`config.mk`:
```
export PLATFORM = sky130hd
export DESIGN_NAME = spi_request_arbiter
export DESIGN_NICKNAME = d
export VERILOG_FILES = /design/src/rtl/spi_request_arbiter_pkg.sv /design/src/rtl/spi_request_arbiter_rr_pick.sv /design/src/rtl/spi_request_arbiter.sv
export SDC_FILE = /design/constraint.sdc
export NUM_CORES = 1
export LEC_CHECK = 0
export CAP_MARGIN = 20
export CORE_MARGIN = 2
export CORE_UTILIZATION = 35
export CTS_BUF_LIST = sky130_fd_sc_hd__clkbuf_4 sky130_fd_sc_hd__clkbuf_8
export DETAILED_ROUTE_END_ITERATION = 7
export HOLD_SLACK_MARGIN = 0.12
export PLACE_DENSITY = 0.69
export SLEW_MARGIN = 20
export SYNTH_ARGS = -nofsm -noshare
export SYNTH_HDL_FRONTEND = slang
export SYNTH_HIERARCHICAL = 1
export SYNTH_SLANG_ARGS = --single-unit
```
`constraint.sdc`:
```
create_clock -name clk -period 5.8 [get_ports clk]
set_input_delay 0.87 -clock clk [delete_from_list [all_inputs] [get_ports clk]]
set_output_delay 0.87 -clock clk [all_outputs]
set_load 0.05 [all_outputs]
```
`src/rtl/spi_request_arbiter_pkg.sv`:
```
// spi_pkg: shared FSM states, slave-select codes and mode bit positions for spi_request_arbiter
package spi_pkg;

   typedef enum logic [2:0] {
      IDLE,
      LOAD,
      START,
      WAIT_BUSY,
      XFER,
      GUARD
   } state_e;

   localparam logic [1:0] SS_NONE = 2'd0;
   localparam logic [1:0] SS_1    = 2'd1;
   localparam logic [1:0] SS_2    = 2'd2;
   localparam logic [1:0] SS_3    = 2'd3;

   localparam int MODE_CPHA = 0;
   localparam int MODE_CPOL = 1;

   function automatic logic [1:0] ss_of(input logic [1:0] idx);
      return (idx == 2'd0) ? SS_1 : (idx == 2'd1) ? SS_2 : SS_3;
   endfunction

endpackage

```
`src/rtl/spi_request_arbiter_rr_pick.sv`:
```
// rr_pick: combinational cyclic search for the first active request at or after ptr
module rr_pick #(
   parameter int N_REQ = 3
) (
   input  logic [N_REQ-1:0] req,
   input  logic [1:0]       ptr,
   output logic [1:0]       idx,
   output logic             valid
);

   // Walk the offsets from farthest to nearest so the nearest active request wins
   always_comb begin
      int j;
      j     = 0;
      idx   = 2'd0;
      valid = 1'b0;
      for (int k = N_REQ - 1; k >= 0; k--) begin
         j = (int'(ptr) + k) % N_REQ;
         if (req[j]) begin
            idx   = 2'(j);
            valid = 1'b1;
         end
      end
   end

endmodule

```
`src/rtl/spi_request_arbiter.sv`:
```
// spi_request_arbiter: round-robin arbiter sequencing one SPI transfer per grant; timeout option SPI_ARB_TIMEOUT_EN
module spi_request_arbiter
   import spi_pkg::*;
#(
   parameter int N_REQ       = 3,
   parameter int GUARD_CYC   = 2,
   parameter int TIMEOUT_CYC = 64
) (
   input  logic               clk,
   input  logic               rst_n,
   input  logic [N_REQ-1:0]   req,
   input  logic [8*N_REQ-1:0] tx_data,
   input  logic [2*N_REQ-1:0] mode,
   output logic [N_REQ-1:0]   gnt,
   output logic [N_REQ-1:0]   done,
   output logic [7:0]         rx_data,
   output logic               err,
   output logic               m_cpol,
   output logic               m_cpha,
   output logic [1:0]         m_ss,
   output logic               m_load,
   output logic [7:0]         m_data,
   output logic               m_start,
   input  logic [7:0]         m_rx,
   input  logic               m_busy
);

   localparam int GW = (GUARD_CYC > 1) ? $clog2(GUARD_CYC) : 1;

   state_e           state_q, state_d;
   logic [1:0]       ptr_q, ptr_d, win_q, win_d, mode_q, mode_d, m_ss_q, m_ss_d;
   logic [GW-1:0]    gcnt_q, gcnt_d;
   logic [7:0]       data_q, data_d, rx_q, rx_d, m_data_q, m_data_d;
   logic [N_REQ-1:0] gnt_q, gnt_d, done_q, done_d;
   logic             err_q, err_d, m_load_q, m_load_d, m_start_q, m_start_d;
   logic             m_cpol_q, m_cpol_d, m_cpha_q, m_cpha_d;
   logic             busy_s1_q, busy_s1_d, busy_s2_q, busy_s2_d;
   logic [1:0]       pick_idx;
   logic             pick_vld, grab, fin, act, busy_phase, tmo_hit;

   rr_pick #(.N_REQ(N_REQ)) u_pick (
      .req   (req),
      .ptr   (ptr_q),
      .idx   (pick_idx),
      .valid (pick_vld)
   );

   assign busy_phase = (state_q == WAIT_BUSY) || (state_q == XFER);
   assign grab       = (state_q == IDLE) && pick_vld;
   assign fin        = busy_phase && (state_d == GUARD);
   assign act        = (state_d == LOAD) || (state_d == START) || (state_d == WAIT_BUSY) || (state_d == XFER);

`ifdef SPI_ARB_TIMEOUT_EN
   localparam int TW = $clog2(TIMEOUT_CYC + 1);
   logic [TW-1:0] tcnt_q, tcnt_d;
   // Timeout counter runs only while waiting on the SPI master
   always_comb tcnt_d = busy_phase ? tcnt_q + TW'(1) : '0;
   // Timeout counter register
   always_ff @(posedge clk or negedge rst_n) begin
      if (!rst_n) tcnt_q <= '0;
      else        tcnt_q <= tcnt_d;
   end
   assign tmo_hit = busy_phase && (tcnt_q == TW'(TIMEOUT_CYC - 1));
`else
   assign tmo_hit = busy_phase && (TIMEOUT_CYC < 1);
`endif

   // State and output registers, all cleared asynchronously
   always_ff @(posedge clk or negedge rst_n) begin
      if (!rst_n) begin
         state_q   <= IDLE;
         ptr_q     <= '0;
         win_q     <= '0;
         gcnt_q    <= '0;
         data_q    <= '0;
         mode_q    <= '0;
         gnt_q     <= '0;
         done_q    <= '0;
         err_q     <= 1'b0;
         rx_q      <= '0;
         m_ss_q    <= SS_NONE;
         m_cpol_q  <= 1'b0;
         m_cpha_q  <= 1'b0;
         m_load_q  <= 1'b0;
         m_data_q  <= '0;
         m_start_q <= 1'b0;
         busy_s1_q <= 1'b0;
         busy_s2_q <= 1'b0;
      end else begin
         state_q   <= state_d;
         ptr_q     <= ptr_d;
         win_q     <= win_d;
         gcnt_q    <= gcnt_d;
         data_q    <= data_d;
         mode_q    <= mode_d;
         gnt_q     <= gnt_d;
         done_q    <= done_d;
         err_q     <= err_d;
         rx_q      <= rx_d;
         m_ss_q    <= m_ss_d;
         m_cpol_q  <= m_cpol_d;
         m_cpha_q  <= m_cpha_d;
         m_load_q  <= m_load_d;
         m_data_q  <= m_data_d;
         m_start_q <= m_start_d;
         busy_s1_q <= busy_s1_d;
         busy_s2_q <= busy_s2_d;
      end
   end

   // Next-state logic; a timeout overrides the normal busy handshake
   always_comb begin
      state_d = state_q;
      case (state_q)
         IDLE:      state_d = pick_vld ? LOAD : IDLE;
         LOAD:      state_d = START;
         START:     state_d = WAIT_BUSY;
         WAIT_BUSY: state_d = (tmo_hit || !busy_s2_q) ? (tmo_hit ? GUARD : WAIT_BUSY) : XFER;
         XFER:      state_d = (tmo_hit || !busy_s2_q) ? GUARD : XFER;
         GUARD:     state_d = (gcnt_q == GW'(GUARD_CYC - 1)) ? IDLE : GUARD;
         default:   state_d = IDLE;
      endcase
   end

   // Registered outputs; strobes trail their state by one cycle so START lands two cycles after GNT
   always_comb begin
      win_d     = grab ? pick_idx : win_q;
      data_d    = grab ? tx_data[8*pick_idx +: 8] : data_q;
      mode_d    = grab ? mode[2*pick_idx +: 2] : mode_q;
      gnt_d     = grab ? N_REQ'(1) << pick_idx : fin ? '0 : gnt_q;
      done_d    = fin ? N_REQ'(1) << win_q : '0;
      err_d     = fin && tmo_hit;
      rx_d      = fin ? (tmo_hit ? 8'h00 : m_rx) : rx_q;
      gcnt_d    = (state_q == GUARD) ? gcnt_q + GW'(1) : '0;
      ptr_d     = (state_q == GUARD && state_d == IDLE) ? ((win_q == 2'(N_REQ - 1)) ? 2'd0 : win_q + 2'd1) : ptr_q;
      m_ss_d    = act ? ss_of(win_d) : SS_NONE;
      m_cpol_d  = act && mode_d[MODE_CPOL];
      m_cpha_d  = act && mode_d[MODE_CPHA];
      m_load_d  = (state_q == LOAD);
      m_data_d  = (state_q == LOAD) ? data_q : 8'h00;
      m_start_d = (state_q == START);
      busy_s1_d = m_busy;
      busy_s2_d = busy_s1_q;
   end

   assign gnt     = gnt_q;
   assign done    = done_q;
   assign err     = err_q;
   assign rx_data = rx_q;
   assign m_ss    = m_ss_q;
   assign m_cpol  = m_cpol_q;
   assign m_cpha  = m_cpha_q;
   assign m_load  = m_load_q;
   assign m_data  = m_data_q;
   assign m_start = m_start_q;

endmodule

```
==> summary.md, run 1 <==
| Metric | Value |
|---|---|
| Outcome | finished clean |
| Clock skew | 0.00859 ns |
| Adder-Cell Fraction of Synth Area | 1.67% |
| FF-to-FF End | m_cpha$_DFF_PN0_ |
| Share of layout cells above drive strength 1 | 12.0% |
| RSZ-0062 raised after global routing | no |
| Worst Hold Class | flip-flop to flip-flop |
| Crit path DAT | 3.50 ns |
| R2r startpoint | ptr_q[0]$_DFFE_PN0P_ |
| Post-synth cell types | 47 |
| Design Area, Final | 3130 µm² |
| Share of the synthesized area in the top cell type | 53.5% |
| # nets final | 314 |
| Synthesized flop and latch total | 48 |
| Later-pin clock latency in the skew report | 0.29 ns |
| R2r setup slk | 2.69 ns |
| DRC errors left | 0 |
| Worst-path clk slew | 0.08 ns |
| Detail Placement HPWL | 3620 µm |
| Die footprint | 7080 µm² |
| GR Overflow Total | 0 |
| First-pass GRT wire length | 8410 µm |
| ANT nets after route | 0 |
| FMAX | 303 MHz |
| Initial DRC count | 127 |
| Die X-Extent | 84.1 µm |
| Maximum VDD drop | 350 µV |
| Post-synthesis sequential area ratio | 53.5% |
| Final-report setup violation count | 0 |
| Synth Instances | 200 |
| Hold Crit Depth | 0 |
| Worst reg2reg path depth | 8 |
| N_diodes | 0 |
| Final TNS setup | 0 ns |
| Slew HR | 41.8% |
| DR vias/cell | 5.15 |
| Max clock buf depth | 2 |
| Cell row count | 29 |
| PD cells | 532 nW/µm² |
| Dpl cell area | 3000 µm² |
| Syn_area_per_cell | 11.2 µm² |
| DR WL/cell | 14.9 µm |
| Largest family of logic cells by synthesized area | simple AND/OR/NAND/NOR gates |
| Yosys warnings | 6 |
| Final GP Congestion | 0.776 |
| Vias | 1770 |
| Cell area after synthesis | 2250 µm² |
| Initial Utilization | 35.8% |
| CTS-repair resized insts | 0 |
| GRT Util Overall | 14.8% |
| Simple-Gate Fraction of Synth Area | 18.3% |
| Leakage power total | 1.32 nW |
| Syn Nets | 247 |
| Drt first pass iters | 4 |
| Final Max Tran Viols | 0 |
| Die height | 84.1 µm |
| CTS Buf Count | 5 |
| Worst Tran Pin Value | 0.871 ns |
| Max-cap violations | 0 |
| Post-Synth XOR/XNOR Area | 0% |
| Area Growth Syn to Fin | 39.5% |
| CTS tree | yes |
| Final cell count without fillers | 344 |
| Worst Path Required | 6.00 ns |
| Hold buffers post-CTS | 0 |
| Clock Sinks | 48 |
| Tcrit/Tclk final | 56.8% |
| H-Tree Depth | 2 |
| Vias in the first global route | 1780 |
| CP Capture Type | flip-flop |
| Post-CTS Setup Bufs | 0 |
| Placed Cells | 336 |
| Hold Crit Start | busy_s1_q$_DFF_PN0_ |
| Initial antenna violation count | 0 |
| Hold Vio Cnt, Final | 0 |
| Core area | 6280 µm² |
| Port bufs | 71 |
| Crit-path max FO | 14 |
| Crit path launch type | input port |
| Mux contribution to synthesized area | 9.91% |
| Period minus WS final | 3.30 ns |
| Complex-gate fraction of the synthesized area | 12.7% |
| Detailed Route WL | 5140 µm |
| CTS Root Cell | clkbuf_8 |
| Crit path kind | input port to flip-flop |
| Io pins | 73 |
| Yosys top cell by area | dfrtp_1 |
| Largest net degree at the start of global routing | 49 |
| Hold Path Sink | busy_s2_q$_DFF_PN0_ |
| Top cells by area, synth | dfrtp_1 (53%), mux2_2 (9.0%), nor2_1 (4.0%), a221oi_1 (3.5%), and2_1 (2.5%) |
| Worst Setup SP | req[2] |
==> worst max path at each step <==
stage,to,slack [ns],cells past startpoint
6_report,m_cpha$_DFF_PN0_,2.50,7
5_1_grt,m_cpha$_DFF_PN0_,2.32,7
4_1_cts,m_cpol$_DFF_PN0_,2.55,7
3_5_place_dp,m_cpol$_DFF_PN0_,2.24,7
3_3_place_gp,m_cpol$_DFF_PN0_,2.39,7
2_1_floorplan,data_q[1]$_DFFE_PN0P_,3.30,7
==> registers in the layout (all words and copies together) (netlist names), 2 cells and up <==
| name | cells |
|---|---|
| data_q | 8 |
| done | 3 |
| gnt | 3 |
| m_data | 8 |
| m_ss | 2 |
| mode_q | 2 |
| ptr_q | 2 |
| rx_data | 8 |
| state_q | 3 |
| win_q | 2 |
==> worst max-delay path, cell delays in order <==
cell             delay [ns]
clkdlybuf4s50_1        0.48
a21bo_2                0.24
a221oi_1               0.05
a311o_1                0.57
nor2b_1                0.77
a22oi_1                0.25
a22oi_1                0.26
==> metal layers <==
metal	global-route usage, %	share of wire [%]	vias to the layer above
met5	0	0	-
met4	3.08	0.78	0
met3	3.96	6.8	4
met2	25.3	50	59
met1	19.0	42	862
li1	-	-	845
==> placed cells by master, fill, tap and decap left out, types with 4 or more instances in the layout <==
cell	netlist	layout
nor3b_1	5	5
a221oi_1	9	9
nor2_1	24	24
nand2b_1	4	4
dfrtp_1	48	48
and2_1	9	9
inv_1	5	5
nor3_1	4	4
a21oi_1	4	4
a22oi_1	4	4
nand2_1	10	10
nor2b_1	6	6
mux2_2	18	18
clkdlybuf4s50_1	0	70
clkbuf_8	0	5
==> cells in the mapped netlist (all sizes together) <==
library cell	instances
a311o	1
or4b	1
a2bb2oi	1
mux2i	2
buf	7
o32ai	1
a21bo	2
nand4	2
o211a	1
a2111o	1
nor2b	6
or3	2
nand4b	1
o22a	1
or2	1
nand2b	4
and3	2
clkbuf	5
a21oi	4
nor4b	2
inv	6
a211oi	1
o31ai	1
dfrtp	48
o22ai	1
nor4	1
nor3b	5
o21ai	2
a22oi	4
a32o	1
a221oi	9
a21o	1
a31oi	2
o31a	1
and2	9
a22o	1
conb	1
ha	3
nand2	10
nor2	24
mux2	18
nor3	4
==> stage by stage <==
stage,hold slack [ns],utilization [%],setup slack (ns),power (mW)
after CTS,0.365,49.8,2.55,1.68
final,0.359,49.9,2.50,1.67
after floorplan,0.331,-,3.30,1.14
after global placement,0.338,47.7,2.39,1.38
after detailed placement,0.346,47.7,2.24,1.40
after global routing,0.377,49.9,2.32,1.77
==> area by class of cell <==
cell class              instances  area, µm²
fillers                       576       3140
flip-flops and latches         48       1200
multi-input cells             134        970
repair buffers                 72        716
well taps                      77       96.3
clock buffers                   5       68.8
clock inverters                 2       60.1
inverters                       6       22.5
==> power breakdown <==
part	total (mW)	switching (mW)	internal, mW
logic	0.824	0.503	0.321
clock network	0.276	0.106	0.170
registers	0.568	0.102	0.466
total	1.67	0.712	0.957
==> kinds of logic (layout without fill, tap and decap cells) <==
logic type | count (synthesis) | after routing
mux | 20 | 20
compound gates | 36 | 36
simple gates | 74 | 74
other cells | 1 | 1
buf+inv | 18 | 85
flops | 48 | 48
fa+ha+maj | 3 | 3
Power figures use the tool's default switching activity.
==> run 2: changes to the inputs <==
Settings changed: PLACE_DENSITY 0.69 to 0.71.
Clock period 5.8 ns to 2.7 ns, I/O delays scaled along.
==> run 2 against run 1 <==
  * Utilization rose by 0.86 points
  * Sequential power rose by 110%
  * Die area did not move
  * Largest power group unchanged
  * Combinational power rose by 120%
  * Setup slack got worse by 2.4 ns
  * Non-clock buffer count rose by 9
  * Clock power rose by 88%
  * Sequential share of layout area fell by 0.65 points
  * Sequential cell count did not move
==> summary.md, run 2 (synthesis gave the netlist of run 1 again) <==
| Metric | Value |
|---|---|
| CTS Root Cell | clkbuf_8 |
| ANT nets after route | 0 |
| GRT Util Overall | 14.9% |
| Post-CTS Setup Bufs | 0 |
| Die footprint | 7080 µm² |
| Final GP Congestion | 0.769 |
| Die height | 84.1 µm |
| Final worst slack | 0.132 ns |
| DR WL/cell | 14.3 µm |
| Leakage power total | 1.36 nW |
| Worst reg2reg path depth | 9 |
| Most common cell after layout, fill and taps aside | clkdlybuf4s50_1 |
| Area Growth Syn to Fin | 41.9% |
| Final-report setup violation count | 0 |
| Crit path DAT | 2.75 ns |
| Maximum VDD drop | 588 µV |
| Hold Vio Cnt, Final | 0 |
| Vias | 1806 |
| Period minus WS final | 2.57 ns |
| Design Area, Final | 3190 µm² |
| Worst-path clk slew | 0.09 ns |
| Final TNS setup | 0 ns |
| Vias in the first global route | 1826 |
| DRC errors left | 0 |
| Crit path kind | flip-flop to flip-flop |
| H-Tree Depth | 2 |
| R2r startpoint | ptr_q[0]$_DFFE_PN0P_ |
| Crit-path max FO | 13 |
| Total power | 3.56 mW |
| Initial antenna violation count | 0 |
| First-pass GRT wire length | 8620 µm |
| Tcrit/Tclk final | 95.1% |
| CTS tree | yes |
| Core area | 6280 µm² |
| Clock skew | 0.00587 ns |
| GR Overflow Total | 0 |
| DR vias/cell | 5.10 |
| Dpl cell area | 3070 µm² |
| RSZ-0062 raised after global routing | no |
| # nets final | 323 |
| Crit path launch type | flip-flop |
| Largest net degree at the start of global routing | 49 |
| Initial Utilization | 35.8% |
| Port bufs | 71 |
| Max clock buf depth | 2 |
| CTS Buf Count | 5 |
| FF-to-FF End | data_q[1]$_DFFE_PN0P_ |
| Detail Placement HPWL | 3640 µm |
| PD cells | 1120 nW/µm² |
| Slew HR | 57.9% |
| Die X-Extent | 84.1 µm |
| Cell row count | 29 |
| Final Max Tran Viols | 0 |
| Dpl ws | -0.0765 ns |
| Worst Tran Pin Value | 0.629 ns |
| N_diodes | 0 |
| Later-pin clock latency in the skew report | 0.29 ns |
| Clock Sinks | 48 |
| Detailed Route WL | 5060 µm |
| Worst Hold Class | input port to asynchronous set/reset pin |
| Initial DRC count | 60 |
| Worst Path Required | 2.88 ns |
| Drt first pass iters | 4 |
| Share of layout cells above drive strength 1 | 15.5% |
| Io pins | 73 |
| Max-cap violations | 0 |
| R2r setup slk | 0.13 ns |
| Hold buffers post-CTS | 0 |
| Most frequent cells in the layout | clkdlybuf4s50_1 (70), dfrtp_1 (48), nor2_1 (24) |
| FMAX | 389 MHz |
| CP Capture Type | flip-flop |
| Outcome | finished clean |
==> run 2: timing repair <==
action | CTS | global route
resized for setup | 0 | 2
endpoints found under the setup margin | 0 | 12
endpoints found under the hold margin | 0 | 0
==> run 2: area by class of cell <==
| cell class | instances | area [µm²] |
|---|---|---|
| inverter | 6 | 22.5 |
| tap | 77 | 96.3 |
| timing repair buffer | 81 | 785 |
| sequential | 48 | 1200 |
| multi-input combinational | 134 | 972 |
| fill | 584 | 3090 |
| clock buffer | 6 | 76.3 |
| clock inverter | 2 | 35.0 |
==> run 2: worst max-delay path, cell delays in order (launching register included) <==
cell and delay [ns]:
dfrtp_1 0.38, inv_1 0.07, ha_1 0.38, a21bo_2 0.25, a221oi_1 0.24, a311o_1 0.24
buf_6 0.20, mux2_2 0.35, a221oi_1 0.27, nor2_1 0.08
==> run 2: through the flow <==
| step | cells | utilization, % | hold slack [ns] |
|---|---|---|---|
| global route | 354 | 50.8 | 0.247 |
| CTS | 354 | 50.7 | 0.218 |
| floorplan | 200 | - | 0.109 |
| detailed placement | 346 | 48.9 | 0.336 |
| finish | 354 | 50.8 | 0.191 |
| global placement | 346 | 48.9 | 0.332 |
==> run 2: layer usage <==
metal / up-vias / GRT usage, % / wire, µm
met5: - / 0 / 0
met4: 0 / 3.96 / 51
met3: 7 / 4.95 / 368
met2: 68 / 25.0 / 2470
met1: 866 / 18.6 / 2170
li1: 865 / - / -
==> run 2: worst max path at each step <==
stage,depth (start not counted),from,to,slack (ns)
after floorplan,10,ptr_q[0]$_DFFE_PN0P_,data_q[1]$_DFFE_PN0P_,0.25
after global placement,7,req[1],m_cpol$_DFF_PN0_,-0.01
after detailed placement,7,req[2],m_cpha$_DFF_PN0_,-0.08
after CTS,8,ptr_q[0]$_DFFE_PN0P_,m_cpha$_DFF_PN0_,0.01
after global routing,10,ptr_q[0]$_DFFE_PN0P_,data_q[3]$_DFFE_PN0P_,0.008
final,9,ptr_q[0]$_DFFE_PN0P_,data_q[1]$_DFFE_PN0P_,0.13
==> run 2: report_power, final <==
group / leakage, nW / switching [mW] / internal (mW) / total [mW]
clock: 0.0586 / 0.234 / 0.285 / 0.519
combinational: 0.697 / 1.09 / 0.741 / 1.83
sequential: 0.601 / 0.213 / 1.00 / 1.21
